## src/rtl/inst_fetch_unit_pkg.sv

```systemverilog
// inst_fetch_unit_pkg: shared CPU definitions used by the fetch unit.
package inst_fetch_unit_pkg;
   localparam int XLEN_DEF = 32;
   localparam logic [31:0] RESET_PC_DEF = 32'h0;
   typedef enum logic [1:0] {IDLE = 2'd0, WAIT = 2'd1, DISCARD = 2'd2} fetch_state_t;
endpackage

```

## src/rtl/inst_fetch_unit_inst_queue.sv

```systemverilog
// inst_queue: power-of-two circular FIFO with flush; storage is unreset and masked by count.
module inst_queue #(
   parameter int DEPTH = 4,
   parameter int WIDTH = 96
) (
   input  logic                     clk_in,
   input  logic                     rst_in,
   input  logic                     en,
   input  logic                     flush,
   input  logic                     push,
   input  logic                     pop,
   input  logic [WIDTH-1:0]         push_data,
   output logic [$clog2(DEPTH):0]   count,
   output logic [WIDTH-1:0]         head_data
);
   localparam int PW = $clog2(DEPTH);
   localparam int CW = PW + 1;
   logic [WIDTH-1:0] mem [DEPTH];
   logic [PW-1:0] head, tail;
   logic do_pop;
   assign do_pop = pop && (count != '0);
   assign head_data = mem[head];
   always_ff @(posedge clk_in)
      if (!rst_in && en && !flush && push) begin
         mem[tail] <= push_data;
         assert (count < CW'(DEPTH));
      end
   always_ff @(posedge clk_in)
      if (rst_in || (en && flush)) begin
         head  <= '0;
         tail  <= '0;
         count <= '0;
      end else if (en) begin
         tail  <= push ? tail + 1'b1 : tail;
         head  <= do_pop ? head + 1'b1 : head;
         count <= count + CW'(push) - CW'(do_pop);
      end
endmodule

```

## src/rtl/inst_fetch_unit.sv

```systemverilog
// inst_fetch_unit: single-outstanding fetch FSM feeding a decoder-facing instruction queue.
module inst_fetch_unit import inst_fetch_unit_pkg::*; #(
   parameter int              XLEN     = XLEN_DEF,
   parameter int              IQ_DEPTH = 4,
   parameter logic [XLEN-1:0] RESET_PC = XLEN'(RESET_PC_DEF)
) (
   input  logic            clk_in,
   input  logic            rst_in,
   input  logic            rdy_in,
   output logic            mem_req_valid,
   output logic [XLEN-1:0] mem_req_pc,
   input  logic            mem_resp_valid,
   input  logic [XLEN-1:0] mem_resp_inst,
   output logic [XLEN-1:0] pred_query_pc,
   input  logic [XLEN-1:0] pred_next_pc,
   output logic            dec_valid,
   output logic [XLEN-1:0] dec_inst,
   output logic [XLEN-1:0] dec_pc,
   output logic [XLEN-1:0] dec_pred_pc,
   input  logic            dec_ready,
   input  logic            redirect_valid,
   input  logic [XLEN-1:0] redirect_pc
);
   localparam int CW = $clog2(IQ_DEPTH) + 1;
   fetch_state_t state, next_state;
   logic [XLEN-1:0] fetch_pc, next_pc;
   logic [CW-1:0] count;
   logic [3*XLEN-1:0] head_data;
   logic push, pop;
   inst_queue #(.DEPTH(IQ_DEPTH), .WIDTH(3*XLEN)) u_queue (
      .clk_in    (clk_in),
      .rst_in    (rst_in),
      .en        (rdy_in),
      .flush     (redirect_valid),
      .push      (push),
      .pop       (pop),
      .push_data ({mem_resp_inst, fetch_pc, pred_next_pc}),
      .count     (count),
      .head_data (head_data)
   );
   assign mem_req_valid = (state == WAIT);
   assign mem_req_pc    = fetch_pc;
   assign pred_query_pc = fetch_pc;
   assign dec_valid     = (count != '0);
   assign pop           = dec_valid && dec_ready;
   assign dec_inst      = dec_valid ? head_data[3*XLEN-1:2*XLEN] : '0;
   assign dec_pc        = dec_valid ? head_data[2*XLEN-1:XLEN] : '0;
   assign dec_pred_pc   = dec_valid ? head_data[XLEN-1:0] : '0;
   always_comb begin
      next_state = state;
      next_pc    = redirect_valid ? redirect_pc : fetch_pc;
      push       = 1'b0;
      case (state)
         IDLE: next_state = (!redirect_valid && count < CW'(IQ_DEPTH)) ? WAIT : IDLE;
         WAIT:
            if (redirect_valid)
               next_state = mem_resp_valid ? IDLE : DISCARD;
            else if (mem_resp_valid) begin
               push       = 1'b1;
               next_pc    = pred_next_pc;
               next_state = IDLE;
            end
         // a stale response is still owed by memctrl; swallow it before issuing again
         DISCARD: next_state = mem_resp_valid ? IDLE : DISCARD;
         default: next_state = IDLE;
      endcase
   end
   always_ff @(posedge clk_in)
      if (rst_in) begin
         state    <= IDLE;
         fetch_pc <= RESET_PC;
      end else if (rdy_in) begin
         state    <= next_state;
         fetch_pc <= next_pc;
      end
endmodule

```

## config.mk

```make
export PLATFORM = sky130hd
export DESIGN_NAME = inst_fetch_unit
export DESIGN_NICKNAME = d
export VERILOG_FILES = /design/src/rtl/inst_fetch_unit_pkg.sv /design/src/rtl/inst_fetch_unit_inst_queue.sv /design/src/rtl/inst_fetch_unit.sv
export SDC_FILE = /design/constraint.sdc
export NUM_CORES = 1
export LEC_CHECK = 0
export ABC_AREA = 1
export BUFFER_PORTS_ARGS = -buffer_cell sky130_fd_sc_hd__buf_2
export CORE_ASPECT_RATIO = 1.5
export CORE_MARGIN = 2
export CORE_UTILIZATION = 50
export CTS_BUF_LIST = sky130_fd_sc_hd__clkbuf_4
export CTS_CLUSTER_DIAMETER = 120
export DETAILED_ROUTE_END_ITERATION = 12
export GPL_TIMING_DRIVEN = 0
export PLACE_DENSITY = 0.7
export SLEW_MARGIN = 30
export SYNTH_ARGS = -nofsm -noshare
export SYNTH_HDL_FRONTEND = slang
export SYNTH_SLANG_ARGS = --single-unit
export TNS_END_PERCENT = 50
```

## constraint.sdc

```tcl
create_clock -name clk_in -period 11.95 [get_ports clk_in]
set_input_delay 2.39 -clock clk_in [delete_from_list [all_inputs] [get_ports clk_in]]
set_output_delay 2.39 -clock clk_in [all_outputs]
set_load 0.1 [all_outputs]
```

Word level (Yosys, flattened, before mapping)
Memories as Yosys holds them, arrays and structs flattened. A register that Yosys moved wholly into a read port is not among the register bits.
Index checks and enable logic that the tools add are counted.
- register bits after elaboration: 41
- RAM bits: 384
- input port bits: 102
- output and inout bits: 162
- logic and storage cells: 48
- memories: 1
- memories (memory ; words ; bits a word ; read ports ; clocked after memory_dff ; wr ports ; line ; RTL):
    u_queue.mem ; 4 ; 96 ; 1 ; 1 ; 1 ; inst_fetch_unit_inst_queue.sv:18 ; logic [WIDTH-1:0] mem [DEPTH];
- $add $sub $neg: 4
- magnitude comparators: 1
- equal/unequal tests: 3
- multiplexer cells: 19
- reductions and logical operators: 15
- operators with widths (operator ; count):
    32-bit two-way mux ; 7
    2-bit two-way mux ; 5
    1-bit logical AND ; 7
    1-bit two-way mux ; 6
    2-bit case mux with 3 select lines ; 1
    2-bit AND reduction ; 3
    2-bit by 1-bit adder with 2-bit output (second input constant) ; 2
    3-bit by 1-bit adder with 3-bit output ; 1
    3-bit < comparator (second input constant) ; 1
    3-bit by 1-bit != test with 1-bit output (second input constant) ; 1
    3-bit nonzero test ; 1
    3-bit by 1-bit subtractor with 3-bit output ; 1
    2-bit by 1-bit equality test with 1-bit output (second input constant) ; 1
    2-bit equality test (second input constant) ; 1
    1-bit zero test ; 2
    2-bit zero test ; 1
    1-bit logical OR ; 1

Depth between registers and ports, before layout
Gate-level depths: netlist (run 1).
- word-level depth: 6
- depth in mapped cells: 15
- mapped depth without buffers: 14

By module
Synthesis (run 1) repeated with hierarchy kept, for this count alone.
- cells, all modules: 1677
- area, all modules: 18236.2 um2
- by module, submodules not included (module ; instances ; cells each ; area an instance (um2) ; sequential area each (um2)):
    inst_queue ; 1 ; 1003 ; 14796.7 ; 11711.2
    inst_fetch_unit ; 1 ; 674 ; 3439.5 ; 680.7

Worst setup path before layout (run 1)
Ideal clock, no wire load.
- path kind: input to register
- start point: input rst_in
- end point: memory u_queue.mem[0][0], enable pin
- library setup time: 552 ps
- arrival time: 6764 ps
- data required time: 11398 ps
- setup slack: 4635 ps
- cell stages on the path: 4
- path buffers: 1
- cell sequence: clkbuf_1 inv_1 nand3_1 nor2_1
- longest elaborated chain between the ends: 6
- RTL lines (item ; line ; RTL):
    start: declaration ; inst_fetch_unit.sv:8 ; input logic rst_in,
    1-bit zero test ; inst_fetch_unit_inst_queue.sv:24 ; if (!rst_in && en && !flush && push) begin
    1-bit logical AND (3 in series) ; inst_fetch_unit_inst_queue.sv:24 ;
    1-bit two-way mux ; inst_fetch_unit_inst_queue.sv:24 ;
    1-bit two-way mux (not written as such) ; inst_fetch_unit_inst_queue.sv:25 ; mem[tail] <= push_data;
    end: declaration ; inst_fetch_unit_inst_queue.sv:18 ;
No other way between the ends.

==> results of run 1 <==
==> power by group <==
part	total (W)	internal, W	switching [W]
clock	0.00111	0.000567	0.000545
combinational	0.000324	0.0000555	0.000268
sequential	0.00166	0.00164	0.0000187
==> metal layers <==
metal / track usage [%] / vias to the layer above / part of all wire, %
met1: 28.2 / 5969 / 36
met5: 0 / - / 0.024
met3: 4.62 / 93 / 6.5
li1: - / 5921 / -
met2: 45.4 / 533 / 53
met4: 13.2 / 2 / 3.7
==> cell usage in the layout (no fill, tap or decap) <==
| cell type | instances |
|---|---|
| o21ai_0 | 202 |
| inv_2 | 5 |
| buf_1 | 8 |
| nor2_1 | 521 |
| nand4_1 | 2 |
| nand2_1 | 28 |
| dfxtp_1 | 43 |
| buf_6 | 3 |
| fa_1 | 1 |
| buf_4 | 51 |
| clkinv_1 | 20 |
| clkbuf_1 | 33 |
| edfxtp_1 | 384 |
| nand3_1 | 9 |
| buf_16 | 21 |
| diode_2 | 6 |
| nand2_2 | 2 |
| o21ai_1 | 22 |
| nor2_4 | 5 |
| clkbuf_4 | 143 |
| buf_2 | 286 |
| buf_8 | 2 |
| a21oi_1 | 105 |
| inv_1 | 23 |
| bufinv_16 | 1 |
| clkinv_2 | 4 |
| ha_1 | 6 |
==> layout make-up <==
| class | instances | area, um^2 | area share [%] |
|---|---|---|---|
| repair buffers | 285 | 1920 | 9.24 |
| clock inverters | 26 | 129 | 0.620 |
| inverters | 27 | 101 | 0.488 |
| well taps | 420 | 526 | 2.53 |
| plain buffers | 119 | 691 | 3.32 |
| diodes | 6 | 15.0 | 0.0723 |
| flip-flops and latches | 427 | 12400 | 59.6 |
| clock buffers | 143 | 1070 | 5.17 |
| multi-input cells | 903 | 3930 | 18.9 |
==> how the worst max path moves through the flow <==
stage,to,slack (ns),depth (start not counted)
6_report,dec_pred_pc[11],6.54,6
5_1_grt,dec_pred_pc[11],6.38,6
4_1_cts,dec_pred_pc[11],6.45,6
3_5_place_dp,dec_pred_pc[11],7.30,6
3_3_place_gp,u_queue.mem[0][68],1.28,6
2_1_floorplan,u_queue.mem[0][0],4.63,4
==> state kept, by name, summed over array words and instances, names as in the netlist, named ones only <==
name           count
u_queue.tail       2
u_queue.head       2
u_queue.count      3
mem_req_pc        32
state              2
u_queue.mem      384
==> synthesized netlist by cell type (all sizes together) <==
master / n / share of area, %
nor2: 526 / 12
edfxtp: 384 / 68
o21ai: 224 / 6.6
a21oi: 105 / 3.1
buf: 86 / 3.3
dfxtp: 43 / 5.0
clkbuf: 33 / 0.73
nand2: 30 / 0.69
inv: 27 / 0.59
nand3: 9 / 0.26
ha: 6 / 0.44
nand4: 2 / 0.073
fa: 1 / 0.12
==> worst max-delay path, stage by stage, from the launching register on <==
cell and delay, ns:
dfxtp_1 0.40, inv_2 0.09, buf_2 0.31, clkbuf_1 0.50, o21ai_0 0.23, a21oi_1 0.27
buf_2 0.47
==> cell families (layout without fill, tap and decap cells) <==
logic type / after synthesis / count (layout)
DFF: 427 / 427
and+or+nand+nor: 567 / 567
buffers and inverters: 146 / 600
other: 0 / 6
adders and majority gates: 7 / 7
AOI/OAI and AO/OA: 329 / 329
==> stage by stage <==
step	cells	hold slack, ns	worst slack (ns)	area [um^2]	total power (W)
global route	2355	0.525	6.38	20800	0.00321
global placement	2158	0.452	1.28	18900	0.00201
detailed placement	2181	0.486	7.30	19600	0.00201
floorplan	1476	0.441	4.63	17100	0.00193
finish	2356	0.485	6.54	20800	0.00309
CTS	2350	0.496	6.45	20800	0.00312
==> results.md, run 1 <==
- Hold Crit Class: reg -> reg
- Initial DRT Pass Iterations: 5
- Number of nets in the layout: 1967
- Post-synthesis mux area share: 0%
- Die Width: 155 um
- Worst R2R End: u_queue.count[2]
- Post-DP HPWL: 31.2 mm
- Synth warnings: 0
- Clk buf depth: 3
- Hold Crit Endpoint: u_queue.count[1]
- H-tree depth: 3
- CTS resizes: 0
- Setup TNS: 0 ns
- Pleak: 8.24 nW
- Worst setup EP type: output port
- CTS sink cnt: 427
- Syn_area_per_cell: 11.6 um^2
- Core box area: 33500 um^2
- Critical path arrival: 3.02 ns
- Post-route ant nets: 0
- Final Slew Violations: 0
- Max Cap Viol: 0
- Gr ovfl total: 0
- Largest family of logic cells by synthesized area: simple AND/OR/NAND/NOR gates
- Port Buffers: 262
- Post-CTS setup buffer count: 0
- Die area: 35700 um^2
- Initial antenna violation count: 5
- Crit path launch type: flip-flop
- DIE HEIGHT: 230 um
- Peak VDD IR: 0.0856 mV
- Hold buffer count at CTS: 0
- Core Util, Final: 61.9%
- Complex-gate fraction of the synthesized area: 9.64%
- Reg-to-reg slack, setup: 8.94 ns
- WL/cell: 19.3 um
- Area delta synth->final: 21.6%
- PD cells: 149 nW/um^2
- Crit-path max FO: 10
- Final min period: 5.41 ns
- Netlist cell types: 20
- First-pass GRT wire length: 67.7 mm
- Cell count after synthesis: 1476
- Vias post-DR: 12500
- Fin crit share: 45.3%
- Total GRT Usage: 25.2%
- Rows: 82
- WP data required: 9.56 ns
- CTS clk-pin slew, worst paths: 0.07 ns
- RD Place Congestion: 0.802
- Worst r2r src: u_queue.count[1]
- Worst Tran Pin Value: 0.761 ns
- Layout fillers: 2629
- Sequential area share after synthesis: 72.5%
- CP Class: reg -> out
- Fin. Hold Viols: 0
- Setup violators final: 0
- Number of buffers created by CTS: 95
- Post-Syn Area: 17100 um^2
- Initial core utilization: 50.9%
- #FFs+latches synth: 427
- Fmax: 0.185 GHz
- Clock Skew: 0.0428 ns
- Area share of and/or/nand/nor cells after synthesis: 12.6%
- DR iter-0 viols: 936
- Worst-Skew Late Latency: 0.78 ns
- Worst reg-to-reg path cell count: 15
- Share of cells above drive strength 1: 27.1%
- RSZ-0062 raised after global routing: false
- Slew Limit Headroom: 49.2%
- IO Count: 264
- Hold path depth: 2
- Largest net degree at the start of global routing: 22
- TritonCTS clock tree: yes
- Root Driver: clkbuf_4
- DRT Wirelength: 45.5 mm
- Synth Area in Adders: 0.557%
- Run status: finished, final reports clean
- Detailed-route DRC error count: 0
- Mapped Nets: 1585
- Number of global-route vias before repair: 12500
- Vias per std cell: 5.31
- HP Start: u_queue.count[1]
- Synth Area in XOR/XNOR: 0%
No activity file was read; power rests on OpenSTA's default activity.
==> inputs of run 2 (changes only) <==
ABC_AREA = 0   (was 1)
clock period = 5 ns   (was 11.95 ns; I/O delays follow)
==> run 2 against run 1 <==
Compared with the run above: worst hold slack got worse by 0.044 ns; power up 140%; non-clock buffer count decreased by 22; sequential power is 140% higher.
==> results.md, run 2 <==
- Run status: finished, final reports clean
- Post-DP HPWL: 26.4 mm
- Clk buf depth: 3
- Critical path arrival: 3.29 ns
- IO Count: 264
- Number of global-route vias before repair: 9960
- TritonCTS clock tree: yes
- WP data required: 4.00 ns
- Fin. Hold Viols: 0
- Netlist cell types: 33
- Most common cell after layout, fill and taps aside: edfxtp_1
- CTS resizes: 0
- Crit path launch type: flip-flop
- Vias post-DR: 9439
- CTS clk-pin slew, worst paths: 0.07 ns
- Synth warnings: 0
- DR iter-0 viols: 446
- Max reg flops: 384
- Commonest cells after routing, fill and taps aside: edfxtp_1 (384), buf_2 (279), clkbuf_4 (152)
- Port Buffers: 263
- Cell count after synthesis: 861
- Max Cap Viol: 0
- Worst reg-to-reg path cell count: 8
- Reg-to-reg slack, setup: 1.99 ns
- Die area: 34900 um^2
- Clock Skew: 0.0496 ns
- Final Slew Violations: 0
- DRT Wirelength: 37.5 mm
- Post-synth top area share: 69.0%
- Worst Tran Pin Value: 0.805 ns
- Non-filler cells, final: 1762
- Worst R2R End: u_queue.mem[1][62]
- Initial antenna violation count: 4
- Pleak: 7.68 nW
- Comb pwr share: 9.9%
- Initial DRT Pass Iterations: 4
- Mapped Nets: 970
- Core box area: 33100 um^2
- Worst setup EP type: output port
- Setup violators final: 0
- Fmax: 0.233 GHz
- Post-route ant nets: 0
- Hold buffer count at CTS: 0
- Number of buffers created by CTS: 95
- Final min period: 4.29 ns
- CP Launch Point: u_queue.count[2]
- Peak VDD IR: 0.286 mV
- PD cells: 362 nW/um^2
- Tot Pwr: 0.00735 W
- Die Width: 153 um
- Share of cells above drive strength 1: 48.2%
- Reg with most FFs: u_queue.mem
- Sequential power share: 53.8%
- CTS sink cnt: 427
- Worst Slack Setup Final: 0.715 ns
- Fin crit share: 85.7%
- Leading area contributor after synthesis: edfxtp_1
- Syn_area_per_cell: 19.4 um^2
- Met2 wire len: 20.6 mm
- Gr ovfl total: 0
- H-tree depth: 3
- Post-synth ARST share: 0%
- Sw Pwr: 0.00191 W
- Pre-CTS setup slack: 1.27 ns
- WL/cell: 21.3 um
- Critical Path Sink: dec_pred_pc[7]
- CP Class: reg -> out
- Initial core utilization: 50.5%
- Metal1 wirelength: 13.6 mm
- Top cells by area, synth: edfxtp_1 (69%), mux4_2 (13%), dfxtp_1 (5.1%), and2_1 (3.7%), o221a_2 (2.1%)
- Root Driver: clkbuf_4
- DR top layer: met5
- Main flop type after synthesis: edfxtp_1
- Largest net degree at the start of global routing: 13
- Number of synthesized flops with an enable pin: 384
- RD Place Congestion: 0.750
- Sequential area share after synthesis: 74.1%
- DIE HEIGHT: 228 um
- Post-CTS setup buffer count: 0
- RSZ-0062 raised after global routing: false
- Hold Crit Class: in -> reg
- Crit-path max FO: 10
- Layout fillers: 2501
- Worst-Skew Late Latency: 0.78 ns
- Clock power share: 36.2%
- Top-count cell post-synth: edfxtp_1
- Rows: 82
- Design internal power: 0.00544 W
- Most instantiated cells after synthesis: edfxtp_1 (384), and2_1 (98), mux4_2 (96)
- Total GRT Usage: 21.8%
- #FFs+latches synth: 427
- Vias per std cell: 5.36
- Worst r2r src: state[0]
- Slew Limit Headroom: 46.3%
- Number of nets in the layout: 1370
- First-pass GRT wire length: 57.3 mm
- Area delta synth->final: 21.6%
- Inst Count DP: 1584
- Detailed-route DRC error count: 0
- Met3 wire length: 2.40 mm
- Sw frac: 26.0%
- Post-Syn Area: 16700 um^2
- HP Start: mem_resp_inst[31]
## run 2: cells by family (layout without fill, tap and decap cells)
| family | after synthesis | in the layout | share of synthesized area (%) |
|---|---|---|---|
| flip-flops | 427 | 427 | 74.1 |
| AND/OR/NAND/NOR | 132 | 132 | 4.83 |
| buffers and inverters | 118 | 597 | 3.81 |
| multiplexers | 99 | 99 | 13.1 |
| AO/OA/AOI/OAI | 77 | 77 | 3.52 |
| adder cells (fa/ha/maj) | 7 | 7 | 0.569 |
| XOR/XNOR | 1 | 1 | 0.0524 |
| other | 0 | 2 | 0 |
## run 2: layer usage
layer	GRT usage, %	up-vias
met5	0	-
met4	8.36	4
met3	5.83	65
met2	39.3	342
met1	24.7	4769
li1	-	4259
## run 2: power by group through the flow
stage / combinational [W] / sequential [W] / clock [W]
6_report: 0.000730 / 0.00396 / 0.00266
5_1_grt: 0.000759 / 0.00396 / 0.00292
4_1_cts: 0.000736 / 0.00396 / 0.00274
3_5_place_dp: 0.000735 / 0.00404 / 0
3_3_place_gp: 0.000726 / 0.00403 / 0
2_1_floorplan: 0.000421 / 0.00417 / 0
## run 2: worst min-delay path by stage
stage	end	slack, ns	depth (start not counted)
4_1_cts	u_queue.mem[3][73]	0.37	1
3_3_place_gp	u_queue.head[1]	0.47	2
5_1_grt	u_queue.mem[2][95]	0.39	1
3_5_place_dp	flip-flop	0.50	2
6_report	u_queue.mem[1][95]	0.44	1
2_1_floorplan	flip-flop	0.46	2
## run 2: layout make-up
type	count	area (um^2)	share of cell area (%)
flip-flops and latches	427	12400	61.0
multi-input cells	316	3740	18.4
repair buffers	303	1790	8.82
clock buffers	152	1140	5.61
well taps	420	526	2.59
plain buffers	79	490	2.41
inverters	39	146	0.720
clock inverters	24	96.3	0.474
diodes	2	5.00	0.0246
## run 2: worst max-delay path: stages (launching register included)
cell	delay [ns]
dfxtp_1	0.39
nor3_2	0.09
inv_1	0.37
clkbuf_1	0.51
clkbuf_1	0.46
and2_1	0.26
buf_2	0.44
## run 2: metrics by stage
stage | TNS, ns | cell area (um^2) | hold slack (ns) | utilization (%)
global placement | -1726.85 | 18600 | 0.472 | 56.1
CTS | 0 | 20300 | 0.367 | 61.3
global route | 0 | 20300 | 0.388 | 61.3
floorplan | -322.65 | 16700 | 0.459 | -
detailed placement | 0 | 19100 | 0.499 | 57.6
finish | 0 | 20300 | 0.441 | 61.3
==> inputs of run 3 (changes only) <==
CORE_ASPECT_RATIO = not set   (was 1.5)
==> run 3 against run 2 <==
Compared with the run above: cell area up 0.61%; worst hold slack improved by 0.050 ns; power rose by 1.8%; routed wire length is 2.4% lower; first-iteration DRC count increased by 25%; non-clock buffer count unchanged; global-route usage decreased by 0.61 points; sequential share of layout area shrank 0.37 points; utilization increased by 1.2 points; cell count up 2.3%; clock skew down 0.022 ns; die area hardly changed.
==> results.md, run 3 (synthesized netlist as in run 2, its figures left out) <==
- Run status: finished, final reports clean
- Gr ovfl total: 0
- CTS sink cnt: 427
- Worst setup EP type: output port
- IO Count: 264
- Vias per std cell: 5.21
- Die area: 34900 um^2
- Detailed-route DRC error count: 0
- Slew Limit Headroom: 43.4%
- Worst-Skew Late Latency: 0.73 ns
- Max reg flops: 384
- First-pass GRT wire length: 56.0 mm
- Pleak: 7.75 nW
- Final Slew Violations: 0
- Clk buf depth: 3
- Root Driver: clkbuf_4
- Rows: 66
- Largest net degree at the start of global routing: 14
- Setup violators final: 0
- RD Place Congestion: 0.771
- Initial DRT Pass Iterations: 6
- Worst R2R End: u_queue.mem[0][88]
- Post-route ant nets: 0
- Layout fillers: 2449
- Number of buffers created by CTS: 107
- Commonest cells after routing, fill and taps aside: edfxtp_1 (384), buf_2 (279), clkbuf_4 (164)
- Clock Skew: 0.0280 ns
- Peak VDD IR: 0.215 mV
- Hold Crit Endpoint: u_queue.mem[1][95]
- Port Buffers: 263
- Fin crit share: 82.8%
- DIE HEIGHT: 187 um
- Share of cells above drive strength 1: 48.8%
- Crit path launch type: flip-flop
- CP Launch Point: u_queue.count[2]
- Vias post-DR: 9395
- CTS clk-pin slew, worst paths: 0.07 ns
- Fin. Hold Viols: 0
- Post-CTS setup buffer count: 0
- Reg with most FFs: u_queue.mem
- Hold Crit Class: in -> reg
- Most common cell after layout, fill and taps aside: edfxtp_1
- Die Width: 187 um
- RSZ-0062 raised after global routing: false
- HP Start: mem_resp_inst[31]
- Core box area: 32700 um^2
- Finished Cell Area: 20400 um^2
- Critical path arrival: 3.14 ns
- Hold buffer count at CTS: 0
- Worst reg-to-reg path cell count: 10
- Post-DP Area: 19100 um^2
- Total GRT Usage: 21.2%
- WP data required: 4.00 ns
- Number of global-route vias before repair: 9854
- CTS resizes: 0
- Hold path depth: 1
- H-tree depth: 3
- DR iter-0 viols: 559
- Worst Tran Pin Value: 0.849 ns
- Initial antenna violation count: 7
- Final min period: 4.14 ns
- TritonCTS clock tree: yes
- Worst r2r src: state[0]
- Fmax: 0.242 GHz
- Worst Slack Setup Final: 0.859 ns
- DRT Wirelength: 36.7 mm
- Reg-to-reg slack, setup: 1.84 ns
- Crit-path max FO: 10
- Pre-CTS setup slack: 1.13 ns
- WL/cell: 20.3 um
- Number of nets in the layout: 1382
- Area delta synth->final: 22.3%
- PD cells: 366 nW/um^2
- Post-DP HPWL: 25.5 mm
- Max Cap Viol: 0
- Initial core utilization: 51.1%
- CP Class: reg -> out
-- run 3: per-layer routing --
metal  wire [um]  GRT usage (%)
met1       15400           27.8
met5          13              0
met2       18400           35.0
met4         550           7.20
met3        2320           5.16
-- run 3: power breakdown --
part           total (W)  internal, W  leakage, nW  switching (W)
Clock            0.00280      0.00149        0.816        0.00131
Sequential       0.00396      0.00392         3.81      0.0000428
Combinational   0.000728     0.000146         3.12       0.000583
Total            0.00748      0.00555         7.75        0.00194
-- run 3: worst max-delay path, stage by stage (launching register included) --
cell and delay (ns):
dfxtp_1 0.39, nor3_2 0.09, inv_1 0.34, clkbuf_1 0.48, clkbuf_1 0.43, and2_1 0.23
buf_2 0.44
-- run 3: area by class of cell --
type | instances | area (um^2) | area share [%]
clock buffer | 164 | 1230 | 6.02
timing repair buffer | 303 | 1780 | 8.69
buffer | 79 | 490 | 2.40
multi-input combinational | 316 | 3740 | 18.3
inverter | 39 | 146 | 0.716
tap | 442 | 553 | 2.70
clock inverter | 27 | 110 | 0.538
sequential | 427 | 12400 | 60.6
antenna | 5 | 12.5 | 0.0612
-- run 3: worst max-delay path by stage --
stage	slack, ns	end
2_1_floorplan	-0.85	u_queue.mem[1][0]
6_report	0.86	dec_pred_pc[11]
4_1_cts	0.60	dec_pred_pc[6]
5_1_grt	0.51	dec_pred_pc[11]
3_5_place_dp	1.13	u_queue.mem[0][93]
3_3_place_gp	-4.42	u_queue.mem[2][93]
-- run 3: per-stage QoR --
stage	power, W	util [%]	TNS, ns	hold slack, ns	cells
after global placement	0.00476	56.9	-1665.28	0.476	1566
after CTS	0.00757	62.5	0	0.422	1797
final	0.00748	62.5	0	0.491	1802
after global routing	0.00779	62.5	0	0.422	1801
after detailed placement	0.00477	58.4	0	0.486	1606
after floorplan	0.00459	-	-322.65	0.459	861
